## config.mk

```make
export PLATFORM = sky130hd
export DESIGN_NAME = bp_update_sched
export DESIGN_NICKNAME = d
export VERILOG_FILES = /design/src/rtl/bp_update_sched_pkg.sv /design/src/rtl/bp_upd_fifo.sv /design/src/rtl/bp_update_sched.sv
export SDC_FILE = /design/constraint.sdc
export NUM_CORES = 1
export LEC_CHECK = 0
export ABC_AREA = 1
export ABC_CLOCK_PERIOD_IN_PS = 11250
export BUFFER_PORTS_ARGS = -buffer_cell sky130_fd_sc_hd__buf_2
export CORE_ASPECT_RATIO = 0.6
export CORE_UTILIZATION = 25
export CTS_CLUSTER_DIAMETER = 100
export CTS_CLUSTER_SIZE = 16
export DETAILED_ROUTE_END_ITERATION = 8
export PLACE_DENSITY = 0.42
export SKIP_CTS_REPAIR_TIMING = 1
export SLEW_MARGIN = 20
export SYNTH_ARGS = -nofsm -noshare
export SYNTH_HDL_FRONTEND = slang
export SYNTH_SLANG_ARGS = --single-unit
```

## constraint.sdc

```tcl
create_clock -name clk -period 11.25 [get_ports clk]
set_clock_uncertainty 0.1 [all_clocks]
set_input_delay 2.25 -clock clk [delete_from_list [all_inputs] [get_ports clk]]
set_output_delay 2.25 -clock clk [all_outputs]
set_load 0.05 [all_outputs]
```

## src/rtl/bp_update_sched_pkg.sv

```systemverilog
// Shared branch-predictor types: resolved branch-target update record and
// the update scheduler's state encoding.
package bp_update_sched_pkg;

    typedef struct packed {
        logic        valid;
        logic [31:0] src;
        logic [31:0] dst;
        logic        isCall;
    } BTUpdate;

    typedef enum logic [0:0] {
        RUN   = 1'b0,
        SWEEP = 1'b1
    } sched_state_e;

endpackage

```

## src/rtl/bp_upd_fifo.sv

```systemverilog
// Multi-push, single-pop update queue. Valid lanes are accepted lowest index
// first into whatever slots are free; the remainder is reported as dropped.
module bp_upd_fifo
    import bp_update_sched_pkg::*;
#(
    parameter int NUM_IN = 2,
    parameter int DEPTH  = 4,
    localparam int LW    = $clog2(NUM_IN + 1)
) (
    input  logic          clk,
    input  logic          rst,
    input  logic          push_en,
    input  logic          flush,
    input  BTUpdate       push [NUM_IN],
    input  logic          pop,
    output BTUpdate       head,
    output logic          empty,
    output logic [LW-1:0] drop_num
);

    localparam int PW = $clog2(DEPTH);
    localparam int CW = PW + 1;

    BTUpdate       mem [DEPTH];
    logic [PW-1:0] rd_ptr;
    logic [PW-1:0] wr_ptr;
    logic [CW-1:0] count;

    logic          acc  [NUM_IN];
    logic [PW-1:0] slot [NUM_IN];
    int            free;
    int            n_acc;
    int            n_drop;

    // A slot freed by this cycle's pop can be refilled in the same cycle.
    always_comb begin
        free   = DEPTH - int'(count) + int'(pop);
        n_acc  = 0;
        n_drop = 0;
        for (int i = 0; i < NUM_IN; i++) begin
            acc[i]  = 1'b0;
            slot[i] = '0;
            if (push_en && !flush && push[i].valid) begin
                if (n_acc < free) begin
                    acc[i]  = 1'b1;
                    slot[i] = wr_ptr + PW'(n_acc);
                    n_acc   = n_acc + 1;
                end else begin
                    n_drop = n_drop + 1;
                end
            end
        end
    end

    assign drop_num = LW'(n_drop);
    assign head     = mem[rd_ptr];
    assign empty    = (count == '0);

    always_ff @(posedge clk or posedge rst) begin
        if (rst) begin
            rd_ptr <= '0;
            wr_ptr <= '0;
            count  <= '0;
        end else if (flush) begin
            rd_ptr <= '0;
            wr_ptr <= '0;
            count  <= '0;
        end else begin
            rd_ptr <= rd_ptr + PW'(pop);
            wr_ptr <= wr_ptr + PW'(n_acc);
            count  <= count + CW'(n_acc) - CW'(pop);
        end
    end

    always_ff @(posedge clk) begin
        for (int i = 0; i < NUM_IN; i++) begin
            if (acc[i]) begin
                mem[slot[i]] <= push[i];
            end
        end
    end

endmodule

```

## src/rtl/bp_update_sched.sv

```systemverilog
// Schedules the predictor table write port between queued branch-target
// updates and a full-table clear sweep that stalls fetch while it runs.
module bp_update_sched
    import bp_update_sched_pkg::*;
#(
    parameter int NUM_IN      = 2,
    parameter int DEPTH       = 4,
    parameter int NUM_ENTRIES = 256,
    localparam int IW         = $clog2(NUM_ENTRIES)
) (
    input  logic          clk,
    input  logic          rst,
    input  BTUpdate       IN_btUpdates [NUM_IN],
    input  logic          IN_clear,
    input  logic          IN_mispredFlush,
    input  logic          IN_wrReady,
    output logic          OUT_wrValid,
    output logic          OUT_wrClr,
    output logic [IW-1:0] OUT_wrIdx,
    output BTUpdate       OUT_wrUpd,
    output logic          OUT_stall,
    output logic [7:0]    OUT_dropCnt
);

    localparam int LW = $clog2(NUM_IN + 1);

    sched_state_e  state;
    logic [IW-1:0] idx;
    logic          sweep;
    logic          fifo_empty;
    logic          fifo_flush;
    logic          push_en;
    logic          pop;
    BTUpdate       head;
    logic [LW-1:0] drop_num;

    function automatic logic [7:0] sat_add(input logic [7:0] a, input logic [LW-1:0] b);
        int s;
        s = int'(a) + int'(b);
        return (s > 255) ? 8'hFF : 8'(s);
    endfunction

    assign sweep       = (state == SWEEP);
    assign OUT_stall   = sweep;
    assign OUT_wrClr   = sweep;
    assign OUT_wrValid = sweep || !fifo_empty;
    assign OUT_wrIdx   = sweep ? idx : '0;

    always_comb begin
        OUT_wrUpd       = head;
        OUT_wrUpd.valid = OUT_wrValid && !sweep && head.valid;
    end

    // Clearing empties the queue; nothing is accepted while the sweep owns the port.
    assign pop        = !sweep && !fifo_empty && IN_wrReady;
    assign push_en    = !sweep && !IN_clear && !IN_mispredFlush;
    assign fifo_flush = IN_clear || IN_mispredFlush;

    bp_upd_fifo #(
        .NUM_IN (NUM_IN),
        .DEPTH  (DEPTH)
    ) u_fifo (
        .clk      (clk),
        .rst      (rst),
        .push_en  (push_en),
        .flush    (fifo_flush),
        .push     (IN_btUpdates),
        .pop      (pop),
        .head     (head),
        .empty    (fifo_empty),
        .drop_num (drop_num)
    );

    always_ff @(posedge clk or posedge rst) begin
        if (rst) begin
            state <= RUN;
            idx   <= '0;
        end else if (IN_clear) begin
            state <= SWEEP;
            idx   <= '0;
        end else if (sweep && IN_wrReady) begin
            if (idx == IW'(NUM_ENTRIES - 1)) begin
                state <= RUN;
                idx   <= '0;
            end else begin
                idx <= idx + IW'(1);
            end
        end
    end

    always_ff @(posedge clk or posedge rst) begin
        if (rst) begin
            OUT_dropCnt <= '0;
        end else if (drop_num != '0) begin
            OUT_dropCnt <= sat_add(OUT_dropCnt, drop_num);
        end
    end

endmodule

```

=== Yosys cells after proc, flatten, opt, wreduce, memory -nomap -nowiden ===
Memories as Yosys holds them, arrays and structs flattened.
Index checks and enable logic that the tools add are counted.

* Flip-flop bits (word level): 24
* Latch bits: 0
* Memory bits (writable): 264
* ROM bits: 0
* Output and inout port bits: 85
* Word-level logic and storage cells: 75
* Memories kept: 1

* $add $sub $neg: 11
* Multiply operators: 0
* Div/mod/pow operators: 0
* $lt $le $gt $ge: 3
* Equality and inequality tests: 1
* Shifts and indexed selects: 0
* Mux-type cells: 31
* Bitwise logic cells: 0
* Reduce and logical (&&, ||, !) cells: 22

{| class="wikitable"
|+ Memories
! name !! words !! width !! read ports !! clocked after memory_dff !! write ports !! RTL line !! text
|-
| u_fifo.mem || 4 || 66 || 1 || 0 || 2 || bp_upd_fifo.sv:24 || <nowiki>BTUpdate mem [DEPTH];</nowiki>
|}

{| class="wikitable"
|+ Operators by type and width
! operator !! number
|-
| $mux W8 || 5
|-
| $add A32 B2 Y32 || 1
|-
| $lt A1 B32 Y1 const A || 1
|-
| $lt A2 B32 Y1 || 1
|-
| $mux W2 || 8
|-
| $mux W1 || 15
|-
| $logic_and A1 B1 Y1 || 10
|-
| $add A8 B2 Y9 || 1
|-
| $gt A9 B8 Y1 const B || 1
|-
| $mux W3 || 3
|-
| $add A8 B1 Y8 const B || 1
|-
| $eq A8 B8 Y1 const B || 1
|-
| $reduce_bool A2 Y1 || 3
|-
| $logic_not A1 Y1 || 5
|-
| $add A2 B2 Y2 || 2
|-
| $sub A3 B3 Y4 const A || 1
|-
| $add A3 B2 Y3 const B || 1
|-
| $add A3 B3 Y3 || 1
|-
| $logic_not A3 Y1 || 1
|-
| $sub A3 B1 Y3 || 1
|-
| $add A2 B1 Y2 || 1
|-
| $add A2 B2 Y2 const B || 1
|-
| $logic_or A1 B1 Y1 || 2
|-
| $reduce_and A2 Y1 || 1
|}

=== Depth between registers and ports, before layout ===
Gate-level depths: netlist of run 1.

* Word-level depth: 14
* Depth in mapped cells: 29
* Mapped depth without buffers: 29

=== By module ===
A second synthesis of run 1 with hierarchy kept.

* Cell total of the unflattened synthesis: 1774
* Area, all modules: 15474.8 µm²

{| class="wikitable"
|+ Modules (own cells, without submodules)
! module !! instances !! cells each !! area an instance (µm²) !! seq. area each (µm²)
|-
| bp_upd_fifo || 1 || 1623 || 14403.8 || 8102.8
|-
| bp_update_sched || 1 || 151 || 1071.0 || 425.4
|}

=== Worst setup path after synthesis of run 1 ===
OpenSTA, ideal clock, no wires.

* Path type: input to register
* Start point: in IN_wrReady
* End point: mem u_fifo.mem[0][0] (netlist name), enable pin
* Data arrival time: 8399 ps
* Data required time: 10562 ps
* Setup slack: 2163 ps
* Cell stages on the path: 12
* Cells stage by stage: inv_1 > nor2_1 > ha_1 > nand4_1 > ha_1 > nand2_1 > inv_1 > nand2_1 > nor2_1 > nand3_1 > nand3_2 > o31ai_1

{| class="wikitable"
|+ RTL lines
! what !! RTL line !! text
|-
| start: declaration || bp_update_sched.sv:16 || <nowiki>input logic IN_wrReady,</nowiki>
|-
| end: declaration || bp_upd_fifo.sv:24 ||
|}

==> results of run 1 <==
-- cells by family (layout without fill, tap and decap cells) --
logic type / count (synthesis) / count (layout) / share of synthesized area (%)
and+or+nand+nor: 711 / 711 / 18.5
AOI/OAI and AO/OA: 487 / 487 / 18.6
buffers and inverters: 327 / 460 / 8.16
DFF: 288 / 288 / 52.5
adders and majority gates: 22 / 22 / 1.79
xor gates and xnor gates: 7 / 7 / 0.424
other: 0 / 1 / 0
-- metrics by stage --
stage | instances | setup slack [ns] | area [um2] | hold WS, ns | power (uW)
final | 2815 | 3.27 | 18700 | 0.439 | 2210
after global routing | 2815 | 2.69 | 18700 | 0.460 | 2300
after global placement | 2781 | 2.69 | 18000 | 0.425 | 1450
after CTS | 2814 | 3.19 | 18700 | 0.439 | 2240
after detailed placement | 2781 | 2.59 | 18000 | 0.424 | 1450
after floorplan | 1842 | 2.16 | 16200 | 0.396 | 1360
-- power breakdown --
group / internal (uW) / switching [uW] / leakage, uW
clock network: 377 / 416 / 0.000303
logic: 73.5 / 157 / 0.00448
registers: 1180 / 8.60 / 0.00269
-- final cells by class --
| cell class | instances | area, um2 |
|---|---|---|
| Multi-Input combinational cell | 1227 | 6480 |
| Antenna cell | 1 | 2.50 |
| Sequential cell | 288 | 8530 |
| Timing Repair Buffer | 244 | 1280 |
| Fill cell | 6732 | 44800 |
| Inverter | 183 | 693 |
| Clock inverter | 2 | 20.0 |
| Clock buffer | 31 | 606 |
| Tap cell | 839 | 1050 |
-- worst paths after layout --
path                                           start                           to  slack (ns)
max in group asynchronous                        rst   u_fifo.rd_ptr[0]$_DFF_PP0_        8.98
min                               idx[0]$_DFFE_PP0P_           idx[0]$_DFFE_PP0P_        0.44
max                                       IN_wrReady  u_fifo.mem[1][20]$_DFFE_PP_        3.27
max reg2reg                u_fifo.count[0]$_DFF_PP0_  u_fifo.mem[1][20]$_DFFE_PP_        3.94
min reg2reg                       idx[0]$_DFFE_PP0P_           idx[0]$_DFFE_PP0P_        0.44
min in group asynchronous                        rst    u_fifo.count[0]$_DFF_PP0_        1.64
-- worst max-delay path, delay by kind of cell --
family	cells	cell delay (ns)
fa+ha+maj	3	1.58
simple gates	9	1.34
buf+inv	8	2.40
compound gates	1	0.36
-- flip-flops by register name, summed over array words and instances (netlist names) --
name and flops:
OUT_dropCnt 8, u_fifo.mem 264, u_fifo.wr_ptr 2, idx 8, OUT_stall 1, u_fifo.rd_ptr 2
u_fifo.count 3
-- layer usage --
| metal | routed length, um | part of all wire [%] | up-vias |
|---|---|---|---|
| met2 | 25000 | 44 | 457 |
| li1 | - | - | 6557 |
| met4 | 969 | 1.7 | 0 |
| met3 | 3730 | 6.6 | 57 |
| met5 | 0 | 0 | - |
| met1 | 26600 | 47 | 6488 |
-- layout by cell type, fill, tap and decap left out, types with 2 or more instances in the layout --
cell type  synthesis  layout
a21oi_1           12      12
o22ai_1           65      65
nand2_1          318     318
nand2_2            2       2
nor3b_1            2       2
o21ai_4            0       3
o21ai_0          190     187
nand4_1            6       6
buf_2             31     221
inv_4              0       2
dfrtp_1           24      22
nand3_1          210     210
clkbuf_1          91       8
ha_1              20      19
inv_2              0       2
edfxtp_1         264     264
nor2_1           161     161
o21bai_1         195     195
nor2_4             0       2
nand3_2            3       2
xnor2_1            3       3
o21ai_1           20      20
buf_4             14      23
inv_1            182     178
clkbuf_16          0      23
fa_1               2       2
xor2_1             3       3
or2_2              2       2
==> impl_metrics.ini, run 1 <==
[synthesis]
synth.ff_latch_count = 288
async_flop_share_pct = 8.33
synth-edff-count = 264
seq_area_frac_synth_pct = 52.5
yosysTopAreaCellShare_pct = 48.8
synthFlopType = edfxtp_1
synth_common_cells = nand2_1 (318), edfxtp_1 (264), nand3_1 (210)
synth_area_leaders = edfxtp_1 (49%), o21bai_1 (9.0%), nand2_1 (7.3%), nand3_1 (6.5%), o21ai_0 (5.9%)
synth.largest_area_cell = edfxtp_1
syn-instance-count = 1842
synth.distinct_cells = 38
synth_most_common_cell = nand2_1
synth.avg_cell_area_um2 = 8.82
ys_warn_count = 0
netlist_area_um2 = 16200
synth_nets = 2001

[routing]
viasPerCell = 4.82
vias = 13600
finalWirelength_mm = 56.3
drt_iter0_drc = 1166
drtAntennaViolNets = 0
drc_errors = 0
wire_per_inst_um = 20.0
drtPass1Iterations = 5

[sta]
hold_violations = 0
tightest_slew_ns = 1.12
period_share_pct = 71.0
finalSetupViolations = 0
fmax_mhz = 125
max_slew_margin_pct = 25.4
period_minus_slack_ns = 7.98
tns_ns = 0
drv_slew = 0
rsz0062_at_grt = no

[pwr]
ir_drop_mv = 0.0789
power_leakage_uw = 0.00748
power.density_nw_per_um2 = 119

[setup_path]
crit_arrival_ns = 8.07
endpoint_kind = flip-flop
worstPathRequired_ns = 11.33
slowest_delay_ns = 0.99
crit_slowest_cell = ha_4
cp_max_fo = 80
worst-setup-path-type = input pin to flip-flop
cp-start-kind = input pin
crit_chain = buf_2, inv_1, nor2_1, ha_1, nand4_1, ha_1, nand2_1, inv_1, nand2_1, nor2_1, nand3_1, nand3_2, inv_1, ha_4, clkinv_2, buf_4, nor2_4, buf_4, nand2_1, o21ai_4, buf_4
r2r_cells = 23

[clock_tree]
cts_root_buf = clkbuf_16
cts.sinks = 288
cts_buffers = 22
cts_max_level = 1
cts.path.max_buffers = 3
cts_tree = built
clkTransAtPathRegs_ns = 0.08
insertion_delay_ns = 0.56

[grt]
top_usage_layer = met2
met1_usage_pct = 23.8
grt_overflow = 0
grt_max_degree = 86
grt_use_total_pct = 16.8
grt_antenna_before_repair = 3
grt_pass1_wl_mm = 84.3
grt_pass1_vias = 13200
grt_util_met3_pct = 2.77
grtUsageMet2_pct = 26.6

[run]
maxCapViolCount = 0

[final_layout]
utilization_pct = 29.4
nets = 2125
syn_to_final_growth_pct = 14.9
layout-drive-gt1-share_pct = 14.9

[place]
io_buffers = 221
routabilityCongestion = 0.747
hpwl_mm = 32.2

[floorplanning]
die_area_um2 = 66000
start_util_pct = 25.6
die_w_um = 331
core_area_um2 = 63400
die_h_um = 199
row_count = 71
io_pins = 222

[worst_hold_path]
holdPathStages = 1
hold_path_class = flip-flop to flip-flop

[run_status]
outcome = finished, final reports clean
Power figures use the tool's default switching activity.
==> run 2: changes to the inputs <==
- ABC_CLOCK_PERIOD_IN_PS: 11250 -> 6800
- PLACE_DENSITY: 0.42 -> 0.44
- clock period: 11.25 -> 6.8 ns (I/O delays scaled with it)
==> run 2 against run 1 <==
  * Flip-flop and latch count stayed put
  * Cell area is 0.66% higher
  * Via count down 0.41%
  * First-iteration DRC count down 12%
  * Sequential power rose by 66%
  * Global-route usage is 0.069 points higher
  * Cell count increased by 0.18%
  * Worst setup slack got worse by 1.9 ns
  * Clock-buffer cell count did not move
==> impl_metrics.ini, run 2 (same netlist as run 1, synthesis figures left out) <==
[routing]
finalWirelength_mm = 56.7
drtAntennaViolNets = 0
drtPass1Iterations = 5
wire_per_inst_um = 20.1
drt_iter0_drc = 1024
vias = 13500
drc_errors = 0
viasPerCell = 4.79

[setup_path]
endpoint_kind = flip-flop
ff2ff_setup_slack_ns = 1.32
r2r_cells = 21
crit_arrival_ns = 5.58
slowest_delay_ns = 0.53
crit_slowest_cell = buf_12
timing.rr.end = u_fifo.mem[1][45]$_DFFE_PP_
worst-setup-path-type = flip-flop to flip-flop
crit_chain = inv_1, ha_1, ha_1, or2_2, nor2_1, ha_1, nand4_1, ha_1, inv_1, nor2_1, nand2_1, nor2_1, nand3_1, nand3_2, inv_1, ha_4, xnor2_4, buf_12, nand2_1, o21ai_4, buf_12
worstPathRequired_ns = 6.90
cp-start-kind = flip-flop
worstReg2RegStart = u_fifo.count[0]$_DFF_PP0_
cp_max_fo = 132
crit_top_cell = ha_1

[final_layout]
finalNonFillerCells = 2820
syn_to_final_growth_pct = 15.6
layout-drive-gt1-share_pct = 15.1
fill_cells = 6745
largest_reg_flops = 264
most-common-layout-cells = nand2_1 (318), edfxtp_1 (264), buf_2 (221), nand3_1 (210), o21bai_1 (195)
layout_commonest_cell = nand2_1
nets = 2128

[sta]
hold_violations = 0
tns_ns = 0
rsz0062_at_grt = no
period_minus_slack_ns = 5.48
tightest_slew_ns = 1.11
finalSetupViolations = 0
drv_slew = 0
fmax_mhz = 183
max_slew_margin_pct = 26.0
period_share_pct = 80.6

[clock_tree]
clkTransAtPathRegs_ns = 0.08
cts.path.max_buffers = 3
cts.sinks = 288
insertion_delay_ns = 0.54
cts_root_buf = clkbuf_16
cts_max_level = 1
cts_tree = built
cts_buffers = 22

[grt]
grt_max_degree = 133
grt_antenna_before_repair = 5
grt_pass1_vias = 13100
grt_pass1_wl_mm = 84.4
grt_overflow = 0
grt_use_total_pct = 16.8

[place]
post-place-cells = 2784
io_buffers = 221
hpwl_mm = 32.9
routabilityCongestion = 0.801

[worst_hold_path]
hp-start = idx[0]$_DFFE_PP0P_
holdPathStages = 1
hold_path_class = flip-flop to flip-flop
min_to = idx[0]$_DFFE_PP0P_

[pwr]
power_leakage_uw = 0.00752
pwr-share-clk_pct = 35.8
intPower_uw = 2710
ir_drop_mv = 0.104
power.total_uw = 3660
power.density_nw_per_um2 = 195
combPwrFrac_pct = 10.4
switchingPower_uw = 952
power.share.sequential_pct = 53.8
switching_share_pct = 26.0

[floorplanning]
die_area_um2 = 66000
core_area_um2 = 63400
die_w_um = 331
io_pins = 222
start_util_pct = 25.6
row_count = 71
die_h_um = 199

[run]
maxCapViolCount = 0

[run_status]
outcome = finished, final reports clean
## run 2: changes by cell type in the layout (fill, tap and decap cells not counted), moves of 2 or more
cell and delta:
buf_12 +5, diode_2 +2, inv_6 +2, buf_4 -3
## run 2: critical path, delay by kind of cell, from the launching register on
kind / cells / cell delay (ns)
simple gates: 9 / 1.56
buf+inv: 5 / 1.19
fa+ha+maj: 5 / 1.17
flops: 1 / 0.41
compound gates: 1 / 0.31
xor+xnor: 1 / 0.24
## run 2: worst max-delay path by stage
stage	startpoint	end	slack, ns	cells past startpoint
global route	u_fifo.count[0]$_DFF_PP0_	OUT_dropCnt[3]$_DFFE_PP0P_	1.01	28
global placement	IN_wrReady	u_fifo.mem[1][38]$_DFFE_PP_	1.14	19
finish	u_fifo.count[0]$_DFF_PP0_	u_fifo.mem[1][45]$_DFFE_PP_	1.32	21
detailed placement	IN_wrReady	u_fifo.mem[1][38]$_DFFE_PP_	1.05	19
floorplan	IN_wrReady	u_fifo.mem[3][0]$_DFFE_PP_	0.44	14
CTS	u_fifo.count[0]$_DFF_PP0_	u_fifo.mem[1][43]$_DFFE_PP_	1.31	21
## run 2: layer usage
| layer | part of all wire (%) | wire, um | global-route usage (%) |
|---|---|---|---|
| met1 | 48 | 27000 | 24.0 |
| met2 | 44 | 24900 | 26.6 |
| met3 | 6.1 | 3450 | 2.71 |
| met4 | 2.2 | 1280 | 3.81 |
| met5 | 0.055 | 31 | 0 |
## run 2: power by group through the flow
stage	logic, uW	registers (uW)	clock network [uW]
after detailed placement	383	2010	0
after CTS	384	1970	1350
after floorplan	212	2030	0
after global routing	423	1970	1410
after global placement	380	2010	0
final	382	1970	1310
## run 2: area by class of cell
cell class / count / area [um2] / share of cell area [%]
clock buffers: 31 / 616 / 3.28
flip-flops and latches: 288 / 8540 / 45.4
diodes: 3 / 7.51 / 0.0400
repair buffers: 247 / 1380 / 7.36
inverters: 183 / 697 / 3.71
multi-input cells: 1227 / 6480 / 34.5
clock inverters: 2 / 17.5 / 0.0932
well taps: 839 / 1050 / 5.59
## run 2: metrics by stage
stage | worst slack, ns | utilization, % | hold slack (ns) | area (um2)
floorplan | 0.436 | - | 0.396 | 16300
global placement | 1.14 | 28.6 | 0.426 | 18100
detailed placement | 1.05 | 28.6 | 0.427 | 18100
CTS | 1.31 | 29.6 | 0.442 | 18800
global route | 1.01 | 29.6 | 0.480 | 18800
finish | 1.32 | 29.6 | 0.439 | 18800
